**src/rtl/instruction_fetch.sv**
```systemverilog
// Instruction fetch: owns the PC, issues one 64-bit memory read at a time and
// hands each returned word to decode, honouring decode stalls and branch redirects.
module instruction_fetch #(
  parameter int                    ADDR_WIDTH  = 32,
  parameter logic [ADDR_WIDTH-1:0] RESET_PC    = {ADDR_WIDTH{1'b0}},
  parameter int                    INSTR_BYTES = 8
) (
  input  logic                  clk,
  input  logic                  reset,
  output logic                  memReadRequest,
  output logic [ADDR_WIDTH-1:0] memReadAddress,
  input  logic                  memReadValid,
  input  logic [63:0]           memReadData,
  input  logic                  fetchStall,
  input  logic                  redirectEnable,
  input  logic [ADDR_WIDTH-1:0] redirectAddress,
  output logic [63:0]           instructionData,
  output logic                  decodeEnable,
  output logic [ADDR_WIDTH-1:0] issuePc
);

  localparam logic [1:0] S_REQ   = 2'd0;
  localparam logic [1:0] S_WAIT  = 2'd1;
  localparam logic [1:0] S_ISSUE = 2'd2;

  localparam logic [ADDR_WIDTH-1:0] PC_STEP    = ADDR_WIDTH'(INSTR_BYTES);
  localparam logic [ADDR_WIDTH-1:0] ALIGN_MASK = {{(ADDR_WIDTH-3){1'b1}}, 3'b000};

  logic [1:0]            state_q, state_d;
  logic [ADDR_WIDTH-1:0] pc_q, pc_d;
  logic                  drop_pending_q, drop_pending_d;
  logic [63:0]           instr_data_q, instr_data_d;
  logic [ADDR_WIDTH-1:0] issue_pc_q, issue_pc_d;
  logic [ADDR_WIDTH-1:0] redirect_pc_s;

  assign redirect_pc_s = redirectAddress & ALIGN_MASK;

  // Next-state logic for the fetch sequencer, PC and the held decode word.
  always_comb begin
    state_d        = state_q;
    pc_d           = pc_q;
    drop_pending_d = drop_pending_q;
    instr_data_d   = instr_data_q;
    issue_pc_d     = issue_pc_q;
    case (state_q)
      S_REQ: begin
        if (redirectEnable) begin
          pc_d = redirect_pc_s;
        end else begin
          state_d = S_WAIT;
        end
      end
      S_WAIT: begin
        if (memReadValid) begin
          // A response always retires the outstanding read; only fresh, unredirected data is kept.
          if (redirectEnable) begin
            pc_d           = redirect_pc_s;
            drop_pending_d = 1'b0;
            state_d        = S_REQ;
          end else if (drop_pending_q) begin
            drop_pending_d = 1'b0;
            state_d        = S_REQ;
          end else begin
            instr_data_d = memReadData;
            issue_pc_d   = pc_q;
            state_d      = S_ISSUE;
          end
        end else if (redirectEnable) begin
          pc_d           = redirect_pc_s;
          drop_pending_d = 1'b1;
        end else begin
          state_d = S_WAIT;
        end
      end
      S_ISSUE: begin
        if (redirectEnable) begin
          pc_d    = redirect_pc_s;
          state_d = S_REQ;
        end else if (fetchStall) begin
          state_d = S_ISSUE;
        end else begin
          pc_d    = pc_q + PC_STEP;
          state_d = S_REQ;
        end
      end
      default: begin
        state_d = S_REQ;
      end
    endcase
  end

  // Handshake outputs are decoded from the current state and suppressed during reset.
  always_comb begin
    memReadRequest = 1'b0;
    decodeEnable   = 1'b0;
    if (reset) begin
      memReadRequest = 1'b0;
      decodeEnable   = 1'b0;
    end else begin
      memReadRequest = (state_q == S_REQ) && !redirectEnable;
      decodeEnable   = (state_q == S_ISSUE) && !fetchStall && !redirectEnable;
    end
  end

  assign memReadAddress  = pc_q;
  assign instructionData = instr_data_q;
  assign issuePc         = issue_pc_q;

  // State registers with synchronous reset.
  always_ff @(posedge clk) begin
    if (reset) begin
      state_q        <= S_REQ;
      pc_q           <= RESET_PC;
      drop_pending_q <= 1'b0;
      instr_data_q   <= 64'd0;
      issue_pc_q     <= {ADDR_WIDTH{1'b0}};
    end else begin
      state_q        <= state_d;
      pc_q           <= pc_d;
      drop_pending_q <= drop_pending_d;
      instr_data_q   <= instr_data_d;
      issue_pc_q     <= issue_pc_d;
    end
  end

endmodule

```
**config.mk**
```make
export PLATFORM = sky130hd
export DESIGN_NAME = instruction_fetch
export DESIGN_NICKNAME = d
export VERILOG_FILES = /design/src/rtl/instruction_fetch.sv
export SDC_FILE = /design/constraint.sdc
export NUM_CORES = 1
export LEC_CHECK = 0
export ABC_AREA = 0
export CORE_ASPECT_RATIO = 1.5
export CORE_UTILIZATION = 30
export DETAILED_ROUTE_END_ITERATION = 8
export PLACE_DENSITY = 0.58
export SETUP_SLACK_MARGIN = 0.5
export SLEW_MARGIN = 20
export SYNTH_ARGS = -nofsm -noshare
export SYNTH_HDL_FRONTEND = slang
export SYNTH_SLANG_ARGS = --single-unit
export TNS_END_PERCENT = 100
```
**constraint.sdc**
```tcl
create_clock -name clk -period 2.54 [get_ports clk]
set_input_delay 0.381 -clock clk [delete_from_list [all_inputs] [get_ports clk]]
set_output_delay 0.381 -clock clk [all_outputs]
set_load 0.05 [all_outputs]
```
After elaboration in Yosys (flattened, before gate mapping)
Cells that the tools add are included.
Word-level totals
  flip-flop bits (word level): 131
  bits in latches: 0
  RAM bits: 0
  memory bits (read-only): 0
  input bits: 101
  output and inout bits: 130
  logic and storage cells: 39
  memories kept: 0
Cells by class
  $add $sub $neg: 1
  multipliers: 0
  divide/modulo/power cells: 0
  magnitude comparators: 0
  equal/unequal tests: 4
  shifts and indexed selects: 0
  multiplexer cells: 15
  bitwise gates (word level): 2
  reduce and logical (&&, ||, !) cells: 12
Operators by type and width (number)
  two-way mux 32 bit: 3
  one-hot mux 32 bit (2 select lines): 1
  adder 32 x 4 -> 32 bit, second input constant: 1
  two-way mux 2 bit: 6
  one-hot mux 2 bit (3 select lines): 1
  two-way mux 1 bit: 4
  AND reduction 4 bit: 1
  nonzero test 2 bit: 2
  logical AND 1 bit: 3
  inequality test 3 bit, second input constant: 1
  AND reduction 3 bit: 1
  == test 2 x 1 -> 1 bit, second input constant: 1
  == test 2 bit, second input constant: 1
  logical NOT 1 bit: 2
  logical NOT 2 bit: 1
  inequality test 2 x 1 -> 1 bit, second input constant: 1
  NOT 1 bit: 2
  AND reduction 2 bit: 1
  OR reduction 2 bit: 1

Longest topological paths before layout
Gate-level depths: netlist of run 1.
  word-level depth: 4
  gate-level depth with buffers: 8
  depth with buffers taken out: 6

Worst setup path after synthesis of run 1
Ideal clock, no wire load.
  path kind: input -> output
  start point: input redirectEnable
  end point: output memReadRequest
  data arrival time: 2.250 ns
  setup slack: -0.091 ns
  cell stages on the path: 3
  cell sequence: buf_2 buf_1 nor4_1
Between the ends
  longest elaborated chain between the ends: 3
RTL lines
  start, declared: RTL line 15  | input logic redirectEnable,
  logical NOT 1 bit: RTL line 100  | memReadRequest = (state_q == S_REQ) && !redirectEnable;
  logical AND 1 bit: RTL line 100
  two-way mux 1 bit: RTL line 96  | if (reset) begin
  end, declared: RTL line 10  | output logic memReadRequest,
Every way passes these cells.

Worst setup path in the final report of run 1
  start point: input redirectEnable
  end point: output decodeEnable
Between the ends
  longest elaborated chain between the ends: 3
RTL lines
  logical NOT 1 bit: RTL line 101  | decodeEnable = (state_q == S_ISSUE) && !fetchStall && !redirectEnable;
  logical AND 1 bit: RTL line 101
  two-way mux 1 bit: RTL line 96
  end, declared: RTL line 18  | output logic decodeEnable,
Every way passes these cells.

==> impl_summary.md, run 1 <==
Clock tree
The latest clock arrival within the worst-skew pair is 420 ps. CTS built an H-tree with a depth of 4. The buffer cell driving the clock tree root is sky130_fd_sc_hd__clkbuf_16. Clock tree synthesis inserted a total of 17 buffers. Clock-pin slew was measured on the worst setup and hold paths at 50 ps.

Buffers inserted to repair hold after CTS numbered 0. Counting every sink on the clock net gives 125. The TritonCTS clock tree is yes. No sink is reached through more buffers than the 2 on the longest clock path.

Logic synthesis
The synthesized flop and latch total is 125. The most used flip-flop cell after synthesis is sky130_fd_sc_hd__dfxtp_1. Counting flops with a built-in enable in the synthesized netlist gives 0. The largest area contributor in the netlist is sky130_fd_sc_hd__dfxtp_1.

The number of different library cells used by synthesis comes to 63. Of all flip-flops after synthesis, the portion carrying an async set or reset was 0. The area of the mapped netlist is 5370 um^2. The number of instances in the synthesized netlist is 703. The total number of yosys warnings is 0. The share of synthesized area in the top cell type comes to 0.466. The library cell with the highest instance count after synthesis is sky130_fd_sc_hd__nand2_1. The post-synthesis area per instance is 7.64 um^2. By area the synthesized netlist is led by sky130_fd_sc_hd__dfxtp_1 47%, sky130_fd_sc_hd__nand2_1 15%, sky130_fd_sc_hd__a21oi_1 11%, sky130_fd_sc_hd__clkbuf_1 2.1%, sky130_fd_sc_hd__nand3_1 2.0%. By count the netlist is led by 221 x sky130_fd_sc_hd__nand2_1, 125 x sky130_fd_sc_hd__dfxtp_1, 115 x sky130_fd_sc_hd__a21oi_1, 30 x sky130_fd_sc_hd__clkbuf_1, 27 x sky130_fd_sc_hd__nor2_1.

The sequential element share of the synthesized area is 0.466.

Timing
The actual transition at the worst max-transition pin is 562 ps. In this run the tightest slew margin relative to its limit is 0.625. The number of max-slew violations in the final report is 0.

The setup-violating endpoint count in the final report is 0. Based on the critical path, the design can be clocked at up to 0.484 GHz. Setup repair after global routing could not meet its margin everywhere. Adding up every negative setup slack in the final design gives 0 ps. The time the worst path needs with I/O delays and setup is 2070 ps. The final-report hold violation count is 0.

Of the available clock period, the critical path in the final layout requires 0.813. For the final database, setup skew stands at 6.53 ps.

Worst setup path
The reg-to-reg critical path startpoint is memReadAddress[3]. The library cell appearing most often on the critical path is sky130_fd_sc_hd__buf_12. The kind of capture point of the worst setup path is a primary output.

The reg-to-reg setup timing slack is 620 ps. In this design, the stage delay of the slowest critical-path cell is 470 ps. The maximum net fanout on the critical path is 18. Measured in cells, the most critical reg-to-reg path has a length of 6.

The startpoint type of the worst setup path is an input pin. The cell at the slowest stage of the critical path is sky130_fd_sc_hd__clkdlybuf4s50_1. The endpoint of the most critical register-to-register path is memReadAddress[31]. The worst path required time is 2160 ps. Walking the worst path, the cells encountered are clkdlybuf4s50_1, buf_12, nor4b_4, nand2_2, inv_1, buf_12. For the worst setup path, the data arrival time is 1690 ps. The kind of critical path is input pin to primary output.

Worst hold path
The cell count of the worst hold path is 2. The terminating pin of the worst hold path is memReadAddress[5]. The hold path startpoint is reset.

The tightest min-delay check is of the input pin to register type.

Placement
At the end of routability-driven placement, the weighted congestion stood at 0.801. Summed over all nets, the half-perimeter wirelength after detailed placement is 12700 um. The total of buffers placed on input and output ports is 221.

GRT
The total congestion overflow after global routing is 0. The total track usage is 0.198. The global-route wire length before repair is 28600 um. The number of global-route vias before repair came to 5177. The number of antenna violations at the first check in global routing is 0. Entering global routing, the biggest net connects 57 pins.

Outcome
The flow ran to the end, but the final reports show violations. The checks that failed: DRC.

Floorplanning
The row count is 59. From bottom edge to top edge, the die measures 166 um. The initial core utilization is 0.308. The die area is 18500 um^2. The count of boundary I/O pins is 231. The horizontal die dimension is 111 um. In this run the standard cell core region covers 17400 um^2.

Final layout
The layout has 1754 filler cells. In the final layout, flip-flops and latches occupy 2510 um^2. The net count of the finished layout is 1018.

The area growth from synthesis to layout is 59.4%. The antenna diode count is 0. The multi-input combinational cells in the finished layout cover a total of 2640 um^2. Of the cells placed in the final design, the portion with a size suffix greater than 1 is 0.0969. The fraction of the core area covered by cells at the end of the flow is 0.491.

Run
The max-cap check violation count is 0.

Routing
Once detail routing completed, the nets flagged for antenna violations numbered 0. The met2 routed wirelength is 9310 um. The highest signal layer in the routed design is met4.

The total routed wire length on the met1 layer is 7340 um. After detailed routing, the met3 layer carries 1150 um of wire. The remaining design rule violation count is 16.

The aggregate routed wire length is 18200 um. The via density per instance is 4.90. The first detailed-routing pass took 7 iterations. The number of violations reported at the end of detailed-routing iteration 0 is 285. The total via count after detailed routing is 5596. The average wire per cell in the routed design is 15.9 um.

Pwr
The cell area power density is 642 nW/um^2. The maximum ir drop on the vdd rail is 0.359 mV. The leakage power total is 3.15 nW.
## per-layer routing
metal,track usage,up-vias
met3,0.0493,27
met5,0,-
li1,-,2817
met2,0.343,175
met1,0.232,2577
met4,0.0770,0
## through the flow
| step | total power [mW] | setup WS, ps | cell area (um^2) | hold WS [ps] | cells |
|---|---|---|---|---|---|
| global route | 5.72 | 368 | 8560 | 365 | 1142 |
| detailed placement | 2.95 | 217 | 7900 | 446 | 1109 |
| finish | 5.50 | 474 | 8560 | 347 | 1142 |
| CTS | 5.57 | 426 | 8520 | 337 | 1142 |
| global placement | 2.95 | 213 | 7900 | 440 | 1109 |
| floorplan | 2.58 | 501 | 5420 | 468 | 708 |
## registers in the layout (all words and copies together) (netlist names)
register and cells:
memReadAddress 29, drop_pending_q 1, issuePc 29, state_q 2, instructionData 64
## layout make-up
| type | count | share of cell area |
|---|---|---|
| Clock inverter | 10 | 0.0189 |
| Sequential cell | 125 | 0.294 |
| Timing Repair Buffer | 248 | 0.290 |
| Multi-Input combinational cell | 518 | 0.309 |
| Clock buffer | 22 | 0.0554 |
| Inverter | 6 | 0.00263 |
| Tap cell | 213 | 0.0311 |
## worst max-delay path by stage
| stage | startpoint | end | slack, ps | cells after the start |
|---|---|---|---|---|
| 6_report | redirectEnable | decodeEnable | 470 | 6 |
| 5_1_grt | redirectEnable | decodeEnable | 370 | 6 |
| 4_1_cts | redirectEnable | decodeEnable | 430 | 6 |
| 3_5_place_dp | redirectEnable | memReadAddress[7] | 220 | 7 |
| 3_3_place_gp | redirectEnable | memReadAddress[6] | 210 | 7 |
| 2_1_floorplan | memReadAddress[21] | memReadAddress[31] | 500 | 5 |
## cells in the final DEF, fill, tap and decap left out, drive strengths merged, types with 4 or more instances in the layout
cell	Yosys	layout
dlymetal6s2s	0	5
dlygate4sd2	0	22
nand4	6	6
clkdlybuf4s50	0	191
inv	5	5
conb	1	6
nand3b	4	4
dfxtp	125	125
a21o	7	7
or3	4	4
clkinv	1	4
nor4	5	5
a21oi	115	115
buf	29	30
and3	5	5
nand3	23	23
o21a	4	4
nor2	28	28
mux2i	4	4
and4	4	4
nand2	222	222
clkbuf	30	22
and2	4	4
bufinv	0	4
o31ai	4	4
nor3	11	11
o21ai	12	12
o221ai	4	4
## where the power goes
group          internal (mW)  leakage (nW)  switching (mW)
Clock                   1.72         0.302           0.893
Sequential              2.03          1.02          0.0666
Combinational          0.322          1.83           0.472
Total                   4.07          3.15            1.43
## cell families (layout without fill, tap and decap cells)
kind of cell	count (synthesis)	in the layout	synth area share
and+or+nand+nor	329	329	0.272
AOI/OAI and AO/OA	177	177	0.192
DFF	125	125	0.466
buffers and inverters	65	286	0.0573
muxes	5	5	0.00955
adders and majority gates	1	1	0.00233
other	1	6	0.000698
## repair_timing
item / in CTS / in global routing
buffers inserted: 1 / 0
pin swaps: 1 / 1
gates resized for setup: 25 / 12
setup endpoints to repair: 24 / 10
gates cloned: 0 / 0
## critical path, delay by kind of cell
family | cells | cell delay [ps]
buf+inv | 4 | 900
simple gates | 2 | 390
No activity file was read; power rests on OpenSTA's default activity.
==> inputs of run 2 (changes only) <==
Clock period 2.54 ns to 2 ns, I/O delays scaled along.
==> run 2 against run 1 <==
- the flow still finishes with violations (DRC)
- core utilization up 14 points
- routed wire length increased by 34%
- via count grew 15%
- power up 32%
- sequential cell count unchanged
- worst hold slack better by 77 ps
- global-route usage up 2.2 points
- count of clock-buffer cells in the layout is 3 higher
- critical path depth rose by 2
- critical path type is now register to register
- largest cell class is now non-clock buffers
==> impl_summary.md, run 2 (synthesized netlist as in run 1, its figures left out) <==
Pwr
The cell area power density is 664 nW/um^2. The leakage power total is 4.11 nW. The maximum ir drop on the vdd rail is 0.552 mV.

Timing
Adding up every negative setup slack in the final design gives 0 ps. Setup repair after global routing could not meet its margin everywhere. The actual transition at the worst max-transition pin is 579 ps. The share of the clock period used by the worst path after layout is 0.894. The time the worst path needs with I/O delays and setup is 1790 ps. For this run, the top clock speed supported by timing is 0.559 GHz. The final-report hold violation count was 0. The headroom to the max-slew limit is 0.614.

The setup-violating endpoint count in the final report is 0. Between clock sinks in the finished design, the worst skew comes to 7.53 ps. The smallest setup slack after layout is 211 ps. The number of max-slew violations in the final report is 0.

Routing
The aggregate routed wire length is 24300 um. The routed layout has 6446 vias. The number of optimization iterations in the first detailed-route pass is 7. In this run the remaining antenna-violating nets after routing total 0. The number of violations reported at the end of detailed-routing iteration 0 is 363. In the routed design, unresolved DRC markers number 22. The average wire per cell in the routed design is 19.5 um. Using the TritonRoute via totals, the vias-per-cell ratio works out to 5.18.

Placement
The placement-stage worst setup slack is -76.6 ps. Routability-driven placement finished with a final weighted congestion of 0.831. The total of buffers placed on input and output ports is 221.

The number of placed instances with taps included is 1124. The post-DP HPWL is 12800 um.

Worst setup path
The critical path data arrival time is 2060 ps. The kind of capture point of the worst setup path is a register. The setup path with the least slack is of type register to register. The maximum net fanout on the critical path is 6. Setup slack on the worst reg-to-reg path comes out at 210 ps. STA classifies the critical path startpoint as a register. The worst register-to-register path has a depth of 8.

The endpoint of the most critical register-to-register path is issuePc[26]. The worst path required time is 2270 ps. The reg-to-reg critical path startpoint is state_q[1].

Worst hold path
The path with the worst hold slack has its endpoint at instructionData[46]. The worst hold path belongs to the class input pin to register. The hold path startpoint is memReadData[46].

The cell count of the worst hold path is 3.

Final layout
The finished layout holds 1245 standard cells, fillers aside. Once layout is complete, the utilization of the core stands at 0.627. The area growth from synthesis to layout is 103%. The number of nets in the final layout is 1121. The leading cell type in the layout, fill and taps excluded is sky130_fd_sc_hd__nand2_1. 0 antenna diodes ended up in the layout. The register with the most flip-flops in the layout has 64 of them. The fraction of layout cells with a size suffix above 1 is 0.479.

The library cells used most frequently in the layout, excluding fill and tap cells, are 143 x sky130_fd_sc_hd__nand2_1, 97 x sky130_fd_sc_hd__dfxtp_1, 94 x sky130_fd_sc_hd__clkdlybuf4s50_1.

GRT
The number of antenna violations at the first check in global routing is 0. Across every metal layer, demand over resource in global routing totals 0.219. The number of global-route vias before repair is 5936.

The global-route wire length before repair is 32000 um. Entering global routing, the biggest net connects 99 pins. For this run the aggregate overflow at the end of global routing stands at 0.

Clock tree
The number of sinks driven by the clock tree is 125. The buffer cell driving the clock tree root is sky130_fd_sc_hd__clkbuf_16. The latest clock arrival within the worst-skew pair is 410 ps. Counting along the longest clock path gives a buffer depth of 2. Clock-pin slew was measured on the worst setup and hold paths at 60 ps. The level count of the clock H-tree is 4. The TritonCTS clock tree is yes. In this run, CTS created clock tree buffers numbering 17.

The number of hold buffers added after CTS is 0.

Floorplanning
The initialized floorplan defines 59 standard-cell rows. The count of boundary I/O pins is 231. The die area is 18500 um^2. The area of the core region is 17400 um^2. The die is 166 um tall. The floorplan step set the die width to 111 um.

The initial core utilization is 0.308.

Outcome
The final reports fail on DRC. The run finished, with violations left.

Run
The max-cap check violation count is 0.
## run 2: changes by cell type in the layout (fill, tap and decap cells not counted), sizes merged
cell,before,now
or3,4,6
dlymetal6s2s,5,0
clkdlybuf4s50,191,94
buf,30,142
dlygate4sd2,22,2
inv,5,4
clkbuf,22,45
clkdlybuf4s15,0,90
bufinv,4,2
o21a,4,5
clkinv,4,6
clkinvlp,3,1
## run 2: area by class of cell
type | instances | area [um^2]
tap | 213 | 267
sequential | 125 | 2590
inverter | 6 | 26.3
multi-input combinational | 521 | 3600
timing repair buffer | 348 | 3800
fill | 1503 | 6500
clock buffer | 25 | 527
clock inverter | 7 | 100
## run 2: metal layers
layer / global-route usage / wire length (um) / part of all wire / vias to the layer above
met4: 0.0875 / 1120 / 0.046 / 0
met1: 0.246 / 9110 / 0.37 / 3072
met3: 0.0602 / 1680 / 0.069 / 65
met5: 0 / 0 / 0 / -
li1: - / - / - / 3051
met2: 0.390 / 12400 / 0.51 / 258
## run 2: worst max path at each step
stage / start / end / slack (ps) / cells past startpoint
after CTS: state_q[1] / decodeEnable / 190 / 5
after global placement: redirectEnable / memReadAddress[22] / -80 / 6
after floorplan: memReadAddress[4] / memReadAddress[31] / 240 / 6
after detailed placement: redirectEnable / memReadAddress[22] / -80 / 6
final: state_q[1] / issuePc[26] / 210 / 8
after global routing: state_q[1] / issuePc[26] / 160 / 8
## run 2: what timing repair did
action,4_1_cts,5_1_grt
pin swaps,36,127
gates resized for setup,407,266
gates cloned,5,27
setup buffers,48,9
endpoints found under the setup margin,238,143
## run 2: metrics by stage
step	total power [mW]	hold slack, ps	area (um^2)
5_1_grt	7.49	430	10900
3_3_place_gp	3.75	440	8160
2_1_floorplan	3.29	410	5700
4_1_cts	7.07	414	9510
3_5_place_dp	3.76	446	8160
6_report	7.25	424	10900
## run 2: worst max-delay path: stages (launching register included)
cell and delay [ps]:
sky130_fd_sc_hd__dfxtp_4 350, sky130_fd_sc_hd__buf_6 130, sky130_fd_sc_hd__buf_6 120, sky130_fd_sc_hd__nor2b_4 130
sky130_fd_sc_hd__nand2_4 100, sky130_fd_sc_hd__or3_4 470, sky130_fd_sc_hd__clkbuf_16 220, sky130_fd_sc_hd__nand2_1 70
sky130_fd_sc_hd__a21oi_1 60
## run 2: report_power, final
part	leakage (nW)	switching, mW	internal [mW]
combinational	2.77	0.769	0.594
sequential	1.03	0.0867	2.57
clock	0.309	1.15	2.08
